$ cat src/rtl/rf_writeback_arbiter_if.sv
// rf_writeback_arbiter_if: ALU/load result buses, issue/decode queries and register file write port
interface rf_writeback_arbiter_if #(
  parameter int XLEN = 32,
  parameter int MEM_FIFO_DEPTH = 2
);
  localparam int CW = $clog2(MEM_FIFO_DEPTH) + 1;
  logic            alu_valid;
  logic [4:0]      alu_rd;
  logic [XLEN-1:0] alu_data;
  logic            mem_valid;
  logic            mem_ready;
  logic [4:0]      mem_rd;
  logic [XLEN-1:0] mem_data;
  logic            iss_valid;
  logic [4:0]      iss_rd;
  logic [4:0]      rs1;
  logic [4:0]      rs2;
  logic            rs1_pending;
  logic            rs2_pending;
  logic            rf_enable;
  logic [4:0]      rf_writeadd;
  logic [XLEN-1:0] rf_writedata;
  logic [CW-1:0]   fifo_count;
  modport master (
    output alu_valid, alu_rd, alu_data, mem_valid, mem_rd, mem_data, iss_valid, iss_rd, rs1, rs2,
    input  mem_ready, rs1_pending, rs2_pending, rf_enable, rf_writeadd, rf_writedata, fifo_count
  );
  modport slave (
    input  alu_valid, alu_rd, alu_data, mem_valid, mem_rd, mem_data, iss_valid, iss_rd, rs1, rs2,
    output mem_ready, rs1_pending, rs2_pending, rf_enable, rf_writeadd, rf_writedata, fifo_count
  );
endinterface

$ cat src/rtl/rf_writeback_arbiter.sv
// rf_writeback_arbiter: merges ALU results (priority) and queued load returns into the registered RF write port, with a RAW pending scoreboard; ports: clock, reset (async active-low), bus (slave modport)
module rf_writeback_arbiter #(
  parameter int MEM_FIFO_DEPTH = 2,
  parameter int XLEN = 32
) (
  input logic clock,
  input logic reset,
  rf_writeback_arbiter_if.slave bus
);
  localparam int AW = $clog2(MEM_FIFO_DEPTH);
  localparam int CW = AW + 1;
  logic [4:0]      q_rd_q   [MEM_FIFO_DEPTH];
  logic [4:0]      q_rd_d   [MEM_FIFO_DEPTH];
  logic [XLEN-1:0] q_data_q [MEM_FIFO_DEPTH];
  logic [XLEN-1:0] q_data_d [MEM_FIFO_DEPTH];
  logic [AW-1:0]   wr_ptr_q, wr_ptr_d, rd_ptr_q, rd_ptr_d;
  logic [CW-1:0]   count_q, count_d;
  logic [31:0]     pend_q, pend_d;
  logic            rf_enable_q, rf_enable_d;
  logic [4:0]      rf_writeadd_q, rf_writeadd_d;
  logic [XLEN-1:0] rf_writedata_q, rf_writedata_d;
  logic            alu_win, push, pop;
  assign bus.mem_ready    = count_q != CW'(MEM_FIFO_DEPTH);
  assign bus.fifo_count   = count_q;
  assign bus.rf_enable    = rf_enable_q;
  assign bus.rf_writeadd  = rf_writeadd_q;
  assign bus.rf_writedata = rf_writedata_q;
  assign bus.rs1_pending  = pend_q[bus.rs1];
  assign bus.rs2_pending  = pend_q[bus.rs2];
  always_comb begin
    alu_win = bus.alu_valid && bus.alu_rd != 5'd0;
    push = bus.mem_valid && bus.mem_ready && bus.mem_rd != 5'd0;
    pop = !alu_win && count_q != '0;
    q_rd_d = q_rd_q;
    q_data_d = q_data_q;
    if (push) begin
      q_rd_d[wr_ptr_q] = bus.mem_rd;
      q_data_d[wr_ptr_q] = bus.mem_data;
    end
    wr_ptr_d = wr_ptr_q + AW'(push);
    rd_ptr_d = rd_ptr_q + AW'(pop);
    count_d = count_q + CW'(push) - CW'(pop);
    rf_enable_d = alu_win || pop;
    rf_writeadd_d = alu_win ? bus.alu_rd : pop ? q_rd_q[rd_ptr_q] : rf_writeadd_q;
    rf_writedata_d = alu_win ? bus.alu_data : pop ? q_data_q[rd_ptr_q] : rf_writedata_q;
    // clear from the write retiring this cycle, then set from issue so a same-cycle set wins
    pend_d = (pend_q & ~(rf_enable_q ? 32'd1 << rf_writeadd_q : 32'd0))
           | (bus.iss_valid ? 32'd1 << bus.iss_rd : 32'd0);
    pend_d[0] = 1'b0;
  end
  always_ff @(posedge clock or negedge reset) begin
    if (!reset) begin
      q_rd_q <= '{default: '0};
      q_data_q <= '{default: '0};
      wr_ptr_q <= '0;
      rd_ptr_q <= '0;
      count_q <= '0;
      pend_q <= '0;
      rf_enable_q <= 1'b0;
      rf_writeadd_q <= '0;
      rf_writedata_q <= '0;
    end else begin
      q_rd_q <= q_rd_d;
      q_data_q <= q_data_d;
      wr_ptr_q <= wr_ptr_d;
      rd_ptr_q <= rd_ptr_d;
      count_q <= count_d;
      pend_q <= pend_d;
      rf_enable_q <= rf_enable_d;
      rf_writeadd_q <= rf_writeadd_d;
      rf_writedata_q <= rf_writedata_d;
    end
  end
endmodule

$ cat src/flat_wrapper.sv
// flat-port wrapper written by rule: the top's interface ports become plain ports
module rf_writeback_arbiter_flat 
#(
  parameter int MEM_FIFO_DEPTH = 2,
  parameter int XLEN = 32
)
  (clock, reset, bus_alu_valid, bus_alu_rd, bus_alu_data, bus_mem_valid, bus_mem_rd, bus_mem_data, bus_iss_valid, bus_iss_rd, bus_rs1, bus_rs2, bus_mem_ready, bus_rs1_pending, bus_rs2_pending, bus_rf_enable, bus_rf_writeadd, bus_rf_writedata, bus_fifo_count);
  rf_writeback_arbiter_if #(.XLEN(XLEN), .MEM_FIFO_DEPTH(MEM_FIFO_DEPTH)) bus_i ();
  input logic clock;
  input logic reset;
  input wire logic [$bits(bus_i.alu_valid)-1:0] bus_alu_valid;
  input wire logic [$bits(bus_i.alu_rd)-1:0] bus_alu_rd;
  input wire logic [$bits(bus_i.alu_data)-1:0] bus_alu_data;
  input wire logic [$bits(bus_i.mem_valid)-1:0] bus_mem_valid;
  input wire logic [$bits(bus_i.mem_rd)-1:0] bus_mem_rd;
  input wire logic [$bits(bus_i.mem_data)-1:0] bus_mem_data;
  input wire logic [$bits(bus_i.iss_valid)-1:0] bus_iss_valid;
  input wire logic [$bits(bus_i.iss_rd)-1:0] bus_iss_rd;
  input wire logic [$bits(bus_i.rs1)-1:0] bus_rs1;
  input wire logic [$bits(bus_i.rs2)-1:0] bus_rs2;
  output wire logic [$bits(bus_i.mem_ready)-1:0] bus_mem_ready;
  output wire logic [$bits(bus_i.rs1_pending)-1:0] bus_rs1_pending;
  output wire logic [$bits(bus_i.rs2_pending)-1:0] bus_rs2_pending;
  output wire logic [$bits(bus_i.rf_enable)-1:0] bus_rf_enable;
  output wire logic [$bits(bus_i.rf_writeadd)-1:0] bus_rf_writeadd;
  output wire logic [$bits(bus_i.rf_writedata)-1:0] bus_rf_writedata;
  output wire logic [$bits(bus_i.fifo_count)-1:0] bus_fifo_count;
  assign bus_i.alu_valid = bus_alu_valid;
  assign bus_i.alu_rd = bus_alu_rd;
  assign bus_i.alu_data = bus_alu_data;
  assign bus_i.mem_valid = bus_mem_valid;
  assign bus_i.mem_rd = bus_mem_rd;
  assign bus_i.mem_data = bus_mem_data;
  assign bus_i.iss_valid = bus_iss_valid;
  assign bus_i.iss_rd = bus_iss_rd;
  assign bus_i.rs1 = bus_rs1;
  assign bus_i.rs2 = bus_rs2;
  assign bus_mem_ready = bus_i.mem_ready;
  assign bus_rs1_pending = bus_i.rs1_pending;
  assign bus_rs2_pending = bus_i.rs2_pending;
  assign bus_rf_enable = bus_i.rf_enable;
  assign bus_rf_writeadd = bus_i.rf_writeadd;
  assign bus_rf_writedata = bus_i.rf_writedata;
  assign bus_fifo_count = bus_i.fifo_count;
  rf_writeback_arbiter #(.MEM_FIFO_DEPTH(MEM_FIFO_DEPTH), .XLEN(XLEN)) u_core (.clock(clock), .reset(reset), .bus(bus_i));
endmodule
$ cat config.mk
export PLATFORM = sky130hd
export DESIGN_NAME = rf_writeback_arbiter_flat
export DESIGN_NICKNAME = d
export VERILOG_FILES = /design/src/rtl/rf_writeback_arbiter_if.sv /design/src/rtl/rf_writeback_arbiter.sv /design/src/flat_wrapper.sv
export SDC_FILE = /design/constraint.sdc
export NUM_CORES = 1
export LEC_CHECK = 0
export CAP_MARGIN = 20
export CORE_MARGIN = 1
export CORE_UTILIZATION = 40
export DETAILED_ROUTE_END_ITERATION = 7
export HOLD_SLACK_MARGIN = 0.02
export MAX_ROUTING_LAYER = met4
export PLACE_DENSITY = 0.74
export SETUP_SLACK_MARGIN = 0.1
export SLEW_MARGIN = 20
export SYNTH_ARGS = -nofsm -noshare
export SYNTH_HDL_FRONTEND = slang
export SYNTH_SLANG_ARGS = --single-unit
$ cat constraint.sdc
create_clock -name clock -period 2.64 [get_ports clock]
set_input_delay 0.396 -clock clock [delete_from_list [all_inputs] [get_ports clock]]
set_output_delay 0.396 -clock clock [all_outputs]
set_load 0.005 [all_outputs]
# Word-level counts from Yosys, hierarchy flattened
# Cells that the tools add are included.
# word_totals
regBits	147
word_cells	61
# classes
addsub	4
order_cmp	5
n_eq_ne	1
n_shift	2
muxes	22
n_bitwise	5
reduce_logical	11
# op_table
operator	n
$mux W32	8
$bwmux W64	1
$shl A1 B5 Y32 const A	2
$and A32 B32 Y32	1
$demux W32 S1	1
$not A32 Y32	1
$or A32 B32 Y32	1
$mux W5	6
$lt A5 B6 Y1 const B	2
$bmux W1 S5	2
$bwmux W10	1
$reduce_bool A5 Y1	2
$demux W5 S1	1
$logic_and A1 B1 Y1	5
$ge A2 B2 Y1 const B	2
$not A1 Y2	2
$reduce_bool A2 Y1	2
$add A1 B1 Y1	2
$add A2 B1 Y2	1
$lt A2 B1 Y1 const B	1
$mux W1	2
$ne A2 B2 Y1 const B	1
$sub A2 B1 Y2	1
$logic_not A1 Y1	1
$logic_or A1 B1 Y1	1

# Longest topological paths before layout
# Gate-level depths: netlist of the first run.
# depth
word_depth	6
depth_mapped	9
mapped_depth_nobuf	8

# Least setup slack after synthesis of the first run
# Ideal clock, no wire load.
# synth_path
kind	input port to flip-flop
from	input port bus_alu_rd[0]
to	register u_core.count_q[1] (netlist: u_core.bus.fifo_count[1])
setup_ns	0.080
t_arrival_ns	2.024
path_slack_ns	0.536
stages	9
n_path_buf	1
path_cell_list	or4_1 > o21a_1 > buf_6 > nor2_4 > ha_1 > inv_1 > ha_1 > xnor2_1 > xnor2_1
# synth_between
elab_chain_len	5
# synth_rtl
item	line	source
start, declared	flat_wrapper.sv:12	input wire logic [$bits(bus_i.alu_rd)-1:0] bus_alu_rd;
$reduce_bool A5 Y1	rf_writeback_arbiter.sv:31	alu_win = bus.alu_valid && bus.alu_rd != 5'd0;
$logic_and A1 B1 Y1	rf_writeback_arbiter.sv:31	
$logic_not A1 Y1	rf_writeback_arbiter.sv:33	pop = !alu_win && count_q != '0;
$logic_and A1 B1 Y1	rf_writeback_arbiter.sv:33	
$sub A2 B1 Y2	rf_writeback_arbiter.sv:42	count_d = count_q + CW'(push) - CW'(pop);
via u_core.count_d[1]	rf_writeback_arbiter.sv:17	logic [CW-1:0] count_q, count_d;
end signal, assigned	rf_writeback_arbiter.sv:67	count_q <= count_d;
end, declared	rf_writeback_arbiter.sv:17	
# The timed path passes the listed nets, and every way through them passes these cells.
# A chain may end at the register's enable or synchronous reset.

# Worst setup path after layout of the first run
# layout_path
from	register u_core.pend_q[7]
to	output port bus_rs1_pending
# layout_between
elab_chain_len	2
# layout_rtl
item	line	source
start, declared	rf_writeback_arbiter.sv:18	logic [31:0] pend_q, pend_d;
start signal, assigned	rf_writeback_arbiter.sv:68	pend_q <= pend_d;
$bmux W1 S5	rf_writeback_arbiter.sv:28	assign bus.rs1_pending = pend_q[bus.rs1];
$mux W1 (implied by the code)	rf_writeback_arbiter.sv:28	
end, declared	flat_wrapper.sv:22	output wire logic [$bits(bus_i.rs1_pending)-1:0] bus_rs1_pending;
# No other way between the ends. The select of a mux whose other input is x is not followed.

==> summary.txt, run 1 <==
Floorplan
  – Boundary Pins: 137
  – DIE AREA: 0.0183 mm2
  – Chip height: 135 um
  – Die X: 135 um
  – Cell Rows: 48
  – Core Footprint: 0.0174 mm2
  – Starting Density: 41.0%

STA
  – Worst slew pin tran: 0.919 ns
  – Hold slack: 0.413 ns
  – Total negative slack: 0 ns
  – Min Tclk post-route: 2.25 ns
  – Relative slew slack: 38.7%
  – Final Skew: 0.0231 ns
  – RSZ-0062 raised after global routing: false
  – Setup slack after layout: 0.395 ns
  – Slew Viols, Final: 0
  – Tcrit/Tclk final: 85.1%
  – Fmax: 445 MHz
  – Final hold viol count: 0
  – Final setup fails: 0

Placed design
  – Detailed Place HPWL: 11700 um
  – Gp weighted congestion: 0.935
  – Setup Slack @ Placement: -0.112 ns
  – Post-Place Cells: 968
  – Placed standard-cell area: 0.00876 mm2
  – Number of buffers added on ports: 136

Worst setup path
  – Crit path arrival time: 1.85 ns
  – CP delay by family, top: multiplexers
  – Worst Setup Start Kind: flop
  – Crit path capture type: output pin
  – Critical path's slowest cell: mux4_2
  – Buffers plus inverters on the worst setup path: 1
  – CP Cell Sequence: mux4_2, nand2b_1, o211ai_1, nand4_1, dlymetal6s2s_1
  – Crit path max fanout: 3
  – Crit Path Class: flop to output pin
  – Worst Path Required: 2.24 ns
  – Critical Path Max Stage Delay: 0.47 ns

Route
  – Post-route ant nets: 0
  – Drt first pass iters: 4
  – Average via count per standard cell: 5.30
  – DRT iter0 DRCs: 271
  – WL per Instance: 17.0 um
  – Vias after detailed routing: 5297
  – Total wire length: 17000 um
  – DRC Markers: 0

Clock tree
  – H-Tree Depth: 4
  – CTS buffer count: 17
  – CTS max path bufs: 2
  – Number of clock sinks: 147
  – CTS tree: done
  – Root Buffer: clkbuf_16
  – Worst-skew pair later-pin latency: 0.43 ns
  – Clk slew on worst S/H paths: 0.06 ns

Finish
  – Layout Cells excl Fill: 1000
  – Antenna cells: 0
  – Fill cell count: 1521
  – Commonest non-fill, non-tap cell in the layout: dfrtp_1
  – Area of the multi-input gates: 0.00322 mm2
  – Layout area overhead: 31.8%
  – Commonest non-fill, non-tap cells in the layout: dfrtp_1 (146), clkdlybuf4s50_1 (129), mux2_2 (74)
  – Share of layout cells above drive strength 1: 22.2%
  – Post-layout util: 54.0%
  – Reg area: 0.00368 mm2
  – Final non-filler cell area: 0.00937 mm2
  – Nets: 861

Synthesis
  – Cell taking the most area after synthesis: dfrtp_1
  – Post-Syn Area: 0.00711 mm2
  – Synth top area share: 51.7%
  – Ranking of synthesized cells by area: dfrtp_1 (52%), mux2_2 (12%), mux2i_1 (7.7%)
  – Sequential-to-total area share from yosys stat: 51.7%
  – Post-synth EDFFs: 0
  – Main synth FF type: dfrtp_1
  – Asr flop ratio synth: 100%
  – Gate Count Post-Synth: 625
  – Distinct cell type count after synthesis: 36
  – Yosys warns: 0
  – Syn Area/Cell: 11.4 um2
  – Post-Syn Nets: 723
  – Flops & latches, synth: 147

Power
  – Int Pwr: 7.16 mW
  – Total power: 10.7 mW
  – Clk pwr share: 23.1%
  – Switching power: 3.55 mW
  – Cell Pwr Density: 1140 mW/mm2
  – Sw frac: 33.2%
  – Leak: 3.93 nW
  – Max VDD drop: 602 uV
  – Sequential power share: 39.1%
  – Comb pwr share: 37.7%

Run status
  – Status: finished, final reports clean

GRT
  – Vias in the first global route: 5612
  – Initial antenna violation count: 0
  – Global-route wire length before repair: 28300 um
  – Pin count of the biggest net entering global routing: 79
  – Remaining Overflow, GRT: 0
  – All-Layer GR Usage: 20.6%

Job
  – Max Cap Viol: 0

Hold path
  – HP Class: primary input to asynchronous set/reset pin
-- worst paths after layout --
check                                                   startpoint                         endpoint  slack [ns]  cells past startpoint
worst max-delay path                    u_core.pend_q[7]$_DFF_PN0_                  bus_rs1_pending        0.39                      5
worst min-delay path                                         reset      u_core.pend_q[21]$_DFF_PN0_        0.41                      2
worst max register to register  u_core.bus.fifo_count[0]$_DFF_PN0_  u_core.q_data_q[33]$_DFFE_PN0P_        0.70                      7
worst min register to register     u_core.q_data_q[59]$_DFFE_PN0P_  u_core.q_data_q[59]$_DFFE_PN0P_        0.50                      1
max in group asynchronous                                    reset  u_core.q_data_q[27]$_DFFE_PN0P_        1.39                      3
min in group clock                 u_core.q_data_q[59]$_DFFE_PN0P_  u_core.q_data_q[59]$_DFFE_PN0P_        0.50                      1
-- power by group through the flow --
stage	Combinational, mW	Clock (mW)	Sequential, mW
2_1_floorplan	2.79	0	3.89
3_3_place_gp	4.01	0	4.17
3_5_place_dp	4.07	0	4.21
4_1_cts	4.10	2.53	4.18
5_1_grt	4.48	2.61	4.33
6_report	4.04	2.48	4.19
-- metal layers --
metal	GRT usage [%]	part of all wire, %	up-vias
li1	-	-	2503
met1	24.9	44	2605
met2	33.1	48	159
met3	5.46	5.8	30
met4	7.68	2.1	0
met5	-	0	-
-- cell type report --
type / count / share of cell area [%]
clock buffer: 23 / 5.10
clock inverter: 8 / 1.34
inverter: 6 / 0.240
multi-input combinational: 437 / 34.4
sequential: 147 / 39.3
tap: 225 / 3.00
timing repair buffer: 154 / 16.7
-- flip-flops by register name, summed over array words and instances (netlist names) --
name and count:
u_core.bus.fifo_count 2, u_core.bus.rf_writeadd 5, u_core.bus.rf_writedata 32, u_core.bus.rf_enable 1
u_core.q_rd_q 10, u_core.rd_ptr_q 1, u_core.pend_q 31, u_core.q_data_q 64
u_core.wr_ptr_q 1
-- cell usage after synthesis, types with 4 or more instances --
cell type,n
dfrtp_1,147
buf_2,14
nand4_1,4
o21ai_2,32
clkbuf_1,13
a22oi_1,4
ha_1,4
nand4b_1,4
inv_1,6
o21ai_0,61
nand3_1,11
a21oi_1,44
mux2_2,74
or2_2,5
buf_6,8
nor2_1,44
mux2i_1,55
nor2b_1,5
o21ai_1,6
mux4_2,6
nand2_1,45
nand2b_1,13
-- cells by family (layout without fill, tap and decap cells) --
logic type      after synthesis  after routing  share of synthesized area (%)
compound gates              154            154                           13.0
flops                       147            147                           51.7
fa+ha+maj                     4              4                          0.704
mux                         135            135                           21.4
xor+xnor                      3              3                          0.475
simple gates                141            141                           9.52
buf+inv                      41            191                           3.26
-- worst reg2reg max path, cell delays in order (launching register included) --
cell and delay [ns]:
dfrtp_1 0.41, inv_1 0.09, nand2_1 0.08, nand2_1 0.05, a21oi_1 0.29, ha_2 0.29, buf_12 0.22, mux2_2 0.39
-- what timing repair did --
action | in CTS | in global routing
gates resized for setup | 4 | 2
setup buffers | 0 | 0
hold buffers | 1 | 0
hold endpoints to repair | 29 | 0
endpoints found under the setup margin | 2 | 2
No activity file was read; power rests on OpenSTA's default activity.
==> run 2, diff against run 1 <==
Settings changed: CTS_CLUSTER_SIZE set to 10.
==> results of run 2 <==
Final layout, timing and power as in run 1 (identical DEF).
==> run 3, diff against run 2 <==
Settings changed: CORE_UTILIZATION 40 to 56, PLACE_DENSITY 0.74 to 0.95.
Clock period 2.64 ns to 2.7 ns, I/O delays scaled along.
==> run 3 against run 2 <==
  * Critical path depth unchanged
  * Setup slack better by 0.029 ns
  * Highest routed layer unchanged
  * Largest power group unchanged
  * Design area down 1.8%
  * Utilization up 21 points
  * Flip-flop and latch count unchanged
  * Sequential share of layout area up 0.74 points
==> summary.txt, run 3 (synthesized netlist as in run 1, its figures left out) <==
Run status
  – Status: finished, final reports clean

GRT
  – Met2 Use GR: 54.1% (+21 points)
  – Met3 Usage GRT: 7.31% (+1.8 points)
  – Initial antenna violation count: 0 (unchanged)
  – Pin count of the biggest net entering global routing: 83 (+5.1%)
  – Global-route wire length before repair: 31200 um (+10%)
  – Global routing's busiest layer: met2
  – All-Layer GR Usage: 32.7% (+12 points)
  – Met1 usage: 38.1% (+13 points)
  – Remaining Overflow, GRT: 0 (unchanged)
  – Vias in the first global route: 6197 (+10%)

Finish
  – Fill cell count: 811 (-47%)
  – Commonest non-fill, non-tap cell in the layout: dfrtp_1
  – Reg area: 0.00368 mm2 (unchanged)
  – Largest register by flop count: u_core.q_data_q
  – Commonest non-fill, non-tap cells in the layout: dfrtp_1 (146), clkdlybuf4s50_1 (129), mux2_2 (74)
  – Post-layout util: 75.3% (+21 points)
  – Area of the multi-input gates: 0.00322 mm2 (unchanged)
  – Layout area overhead: 29.4%
  – Nets: 859 (-0.23%)
  – Number of flip-flops in the largest register: 64 (unchanged)
  – Antenna cells: 0 (unchanged)
  – Share of layout cells above drive strength 1: 22.0% (-0.14 points)
  – Layout Cells excl Fill: 939 (-6.1%)

Floorplan
  – Core Footprint: 0.0122 mm2 (-30%)
  – Boundary Pins: 137 (unchanged)
  – Starting Density: 58.2% (+17 points)
  – DIE AREA: 0.0132 mm2 (-28%)
  – Cell Rows: 40 (-17%)
  – Die X: 115 um (-15%)
  – Chip height: 115 um (-15%)

Clock tree
  – Post-CTS setup buffer count: 0 (unchanged)
  – Clk slew on worst S/H paths: 0.06 ns (about the same)
  – Number of clock sinks: 147 (unchanged)
  – H-Tree Depth: 4 (unchanged)
  – CTS tree: done
  – CTS max path bufs: 2 (unchanged)
  – CTS buffer count: 17 (unchanged)
  – Root Buffer: clkbuf_16
  – Worst-skew pair later-pin latency: 0.42 ns (about the same)

Worst setup path
  – FF-to-FF path depth: 7 (unchanged)
  – Crit path max fanout: 3 (unchanged)
  – Crit Path Class: flop to output pin
  – Worst Setup Start Kind: flop
  – Worst Path Required: 2.30 ns (+0.06 ns)
  – Crit path arrival time: 1.87 ns (+0.02 ns)
  – Crit path capture type: output pin

Route
  – Vias after detailed routing: 5602 (+5.8%)
  – DRT iter0 DRCs: 443 (+63%)
  – WL per Instance: 20.3 um (+20%)
  – Post-route ant nets: 0 (unchanged)
  – Total wire length: 19100 um (+12%)
  – Drt first pass iters: 5 (+1)
  – Average via count per standard cell: 5.97 (+13%)
  – DRC Markers: 0 (unchanged)

Placed design
  – Detailed Place HPWL: 13200 um (+12%)
  – Setup Slack @ Placement: -0.0832 ns (+0.0285 ns)
  – Gp weighted congestion: 1.04 (+11%)
  – Post-Place Cells: 909 (-6.1%)
  – Number of buffers added on ports: 136 (unchanged)

STA
  – Final hold viol count: 0 (unchanged)
  – Tcrit/Tclk final: 84.3%
  – Min Tclk post-route: 2.28 ns
  – Setup slack after layout: 0.424 ns (+0.0294 ns)
  – Relative slew slack: 39.5% (+0.77 points)
  – Total negative slack: 0 ns (unchanged)
  – RSZ-0062 raised after global routing: false
  – Fmax: 439 MHz
  – Final Skew: 0.00722 ns (-0.0159 ns)
  – Worst slew pin tran: 0.907 ns (-0.0116 ns)
  – Slew Viols, Final: 0 (unchanged)
  – Final setup fails: 0 (unchanged)

Power
  – Max VDD drop: 686 uV (+14%)
  – Cell Pwr Density: 1130 mW/mm2 (-0.77%)
  – Leak: 3.90 nW (-0.94%)

Job
  – Max Cap Viol: 0 (unchanged)

Hold path
  – HP Class: primary input to asynchronous set/reset pin
## run 3: cell types whose count changed in the layout (fill, tap and decap cells not counted), sizes merged
cell | previous run | this run
inv | 7 | 6
clkinv | 3 | 6
buf | 18 | 16
clkdlybuf4s15 | 0 | 1
clkinvlp | 1 | 0
bufinv | 3 | 0
dlygate4sd2 | 4 | 3
## run 3: layout make-up
class / count / share of cell area, %
multi-input combinational: 437 / 35.0
clock inverter: 6 / 0.326
inverter: 6 / 0.245
sequential: 147 / 40.0
tap: 168 / 2.29
timing repair buffer: 152 / 16.7
clock buffer: 23 / 5.41
## run 3: stage by stage
| step | power [mW] | hold slack (ns) | instance area (um2) |
|---|---|---|---|
| 6_report | 10.4 | 0.472 | 9200 |
| 5_1_grt | 11.0 | 0.516 | 9200 |
| 4_1_cts | 10.4 | 0.486 | 9190 |
| 3_5_place_dp | 8.21 | 0.362 | 8660 |
| 3_3_place_gp | 7.93 | 0.355 | 8660 |
| 2_1_floorplan | 6.52 | 0.109 | 7110 |
## run 3: worst paths after layout
path	startpoint	endpoint	slack, ns
worst max-delay path	u_core.pend_q[23]$_DFF_PN0_	bus_rs2_pending	0.42
worst min-delay path	reset	u_core.bus.rf_writedata[7]$_DFFE_PN0P_	0.47
worst max register to register	u_core.bus.fifo_count[0]$_DFF_PN0_	u_core.q_data_q[50]$_DFFE_PN0P_	0.66
worst min register to register	u_core.q_data_q[32]$_DFFE_PN0P_	u_core.q_data_q[32]$_DFFE_PN0P_	0.50
max in group asynchronous	reset	u_core.q_data_q[39]$_DFFE_PN0P_	1.44
min in group clock	u_core.q_data_q[32]$_DFFE_PN0P_	u_core.q_data_q[32]$_DFFE_PN0P_	0.50
## run 3: critical path: stages (launching register included)
cell and delay, ns:
dfrtp_1 0.42, mux4_2 0.47, nand2b_1 0.15, o2111ai_1 0.11
nand4_1 0.12, dlymetal6s2s_1 0.17
## run 3: timing repair
action / CTS / global route
hold buffers: 1 / 0
endpoints found under the hold margin: 44 / 0
endpoints found under the setup margin: 2 / 2
resized for setup: 4 / 3
## run 3: power breakdown
| group | switching [mW] | internal, mW | leakage (nW) |
|---|---|---|---|
| combinational | 1.93 | 2.20 | 1.89 |
| clock | 0.855 | 1.27 | 0.270 |
| sequential | 0.897 | 3.28 | 1.73 |
| total | 3.68 | 6.75 | 3.90 |
## run 3: metal layers
layer	part of all wire [%]	up-vias
met1	39	2797
li1	-	2509
met4	3.3	0
met3	5.9	61
met5	0	-
met2	51	235
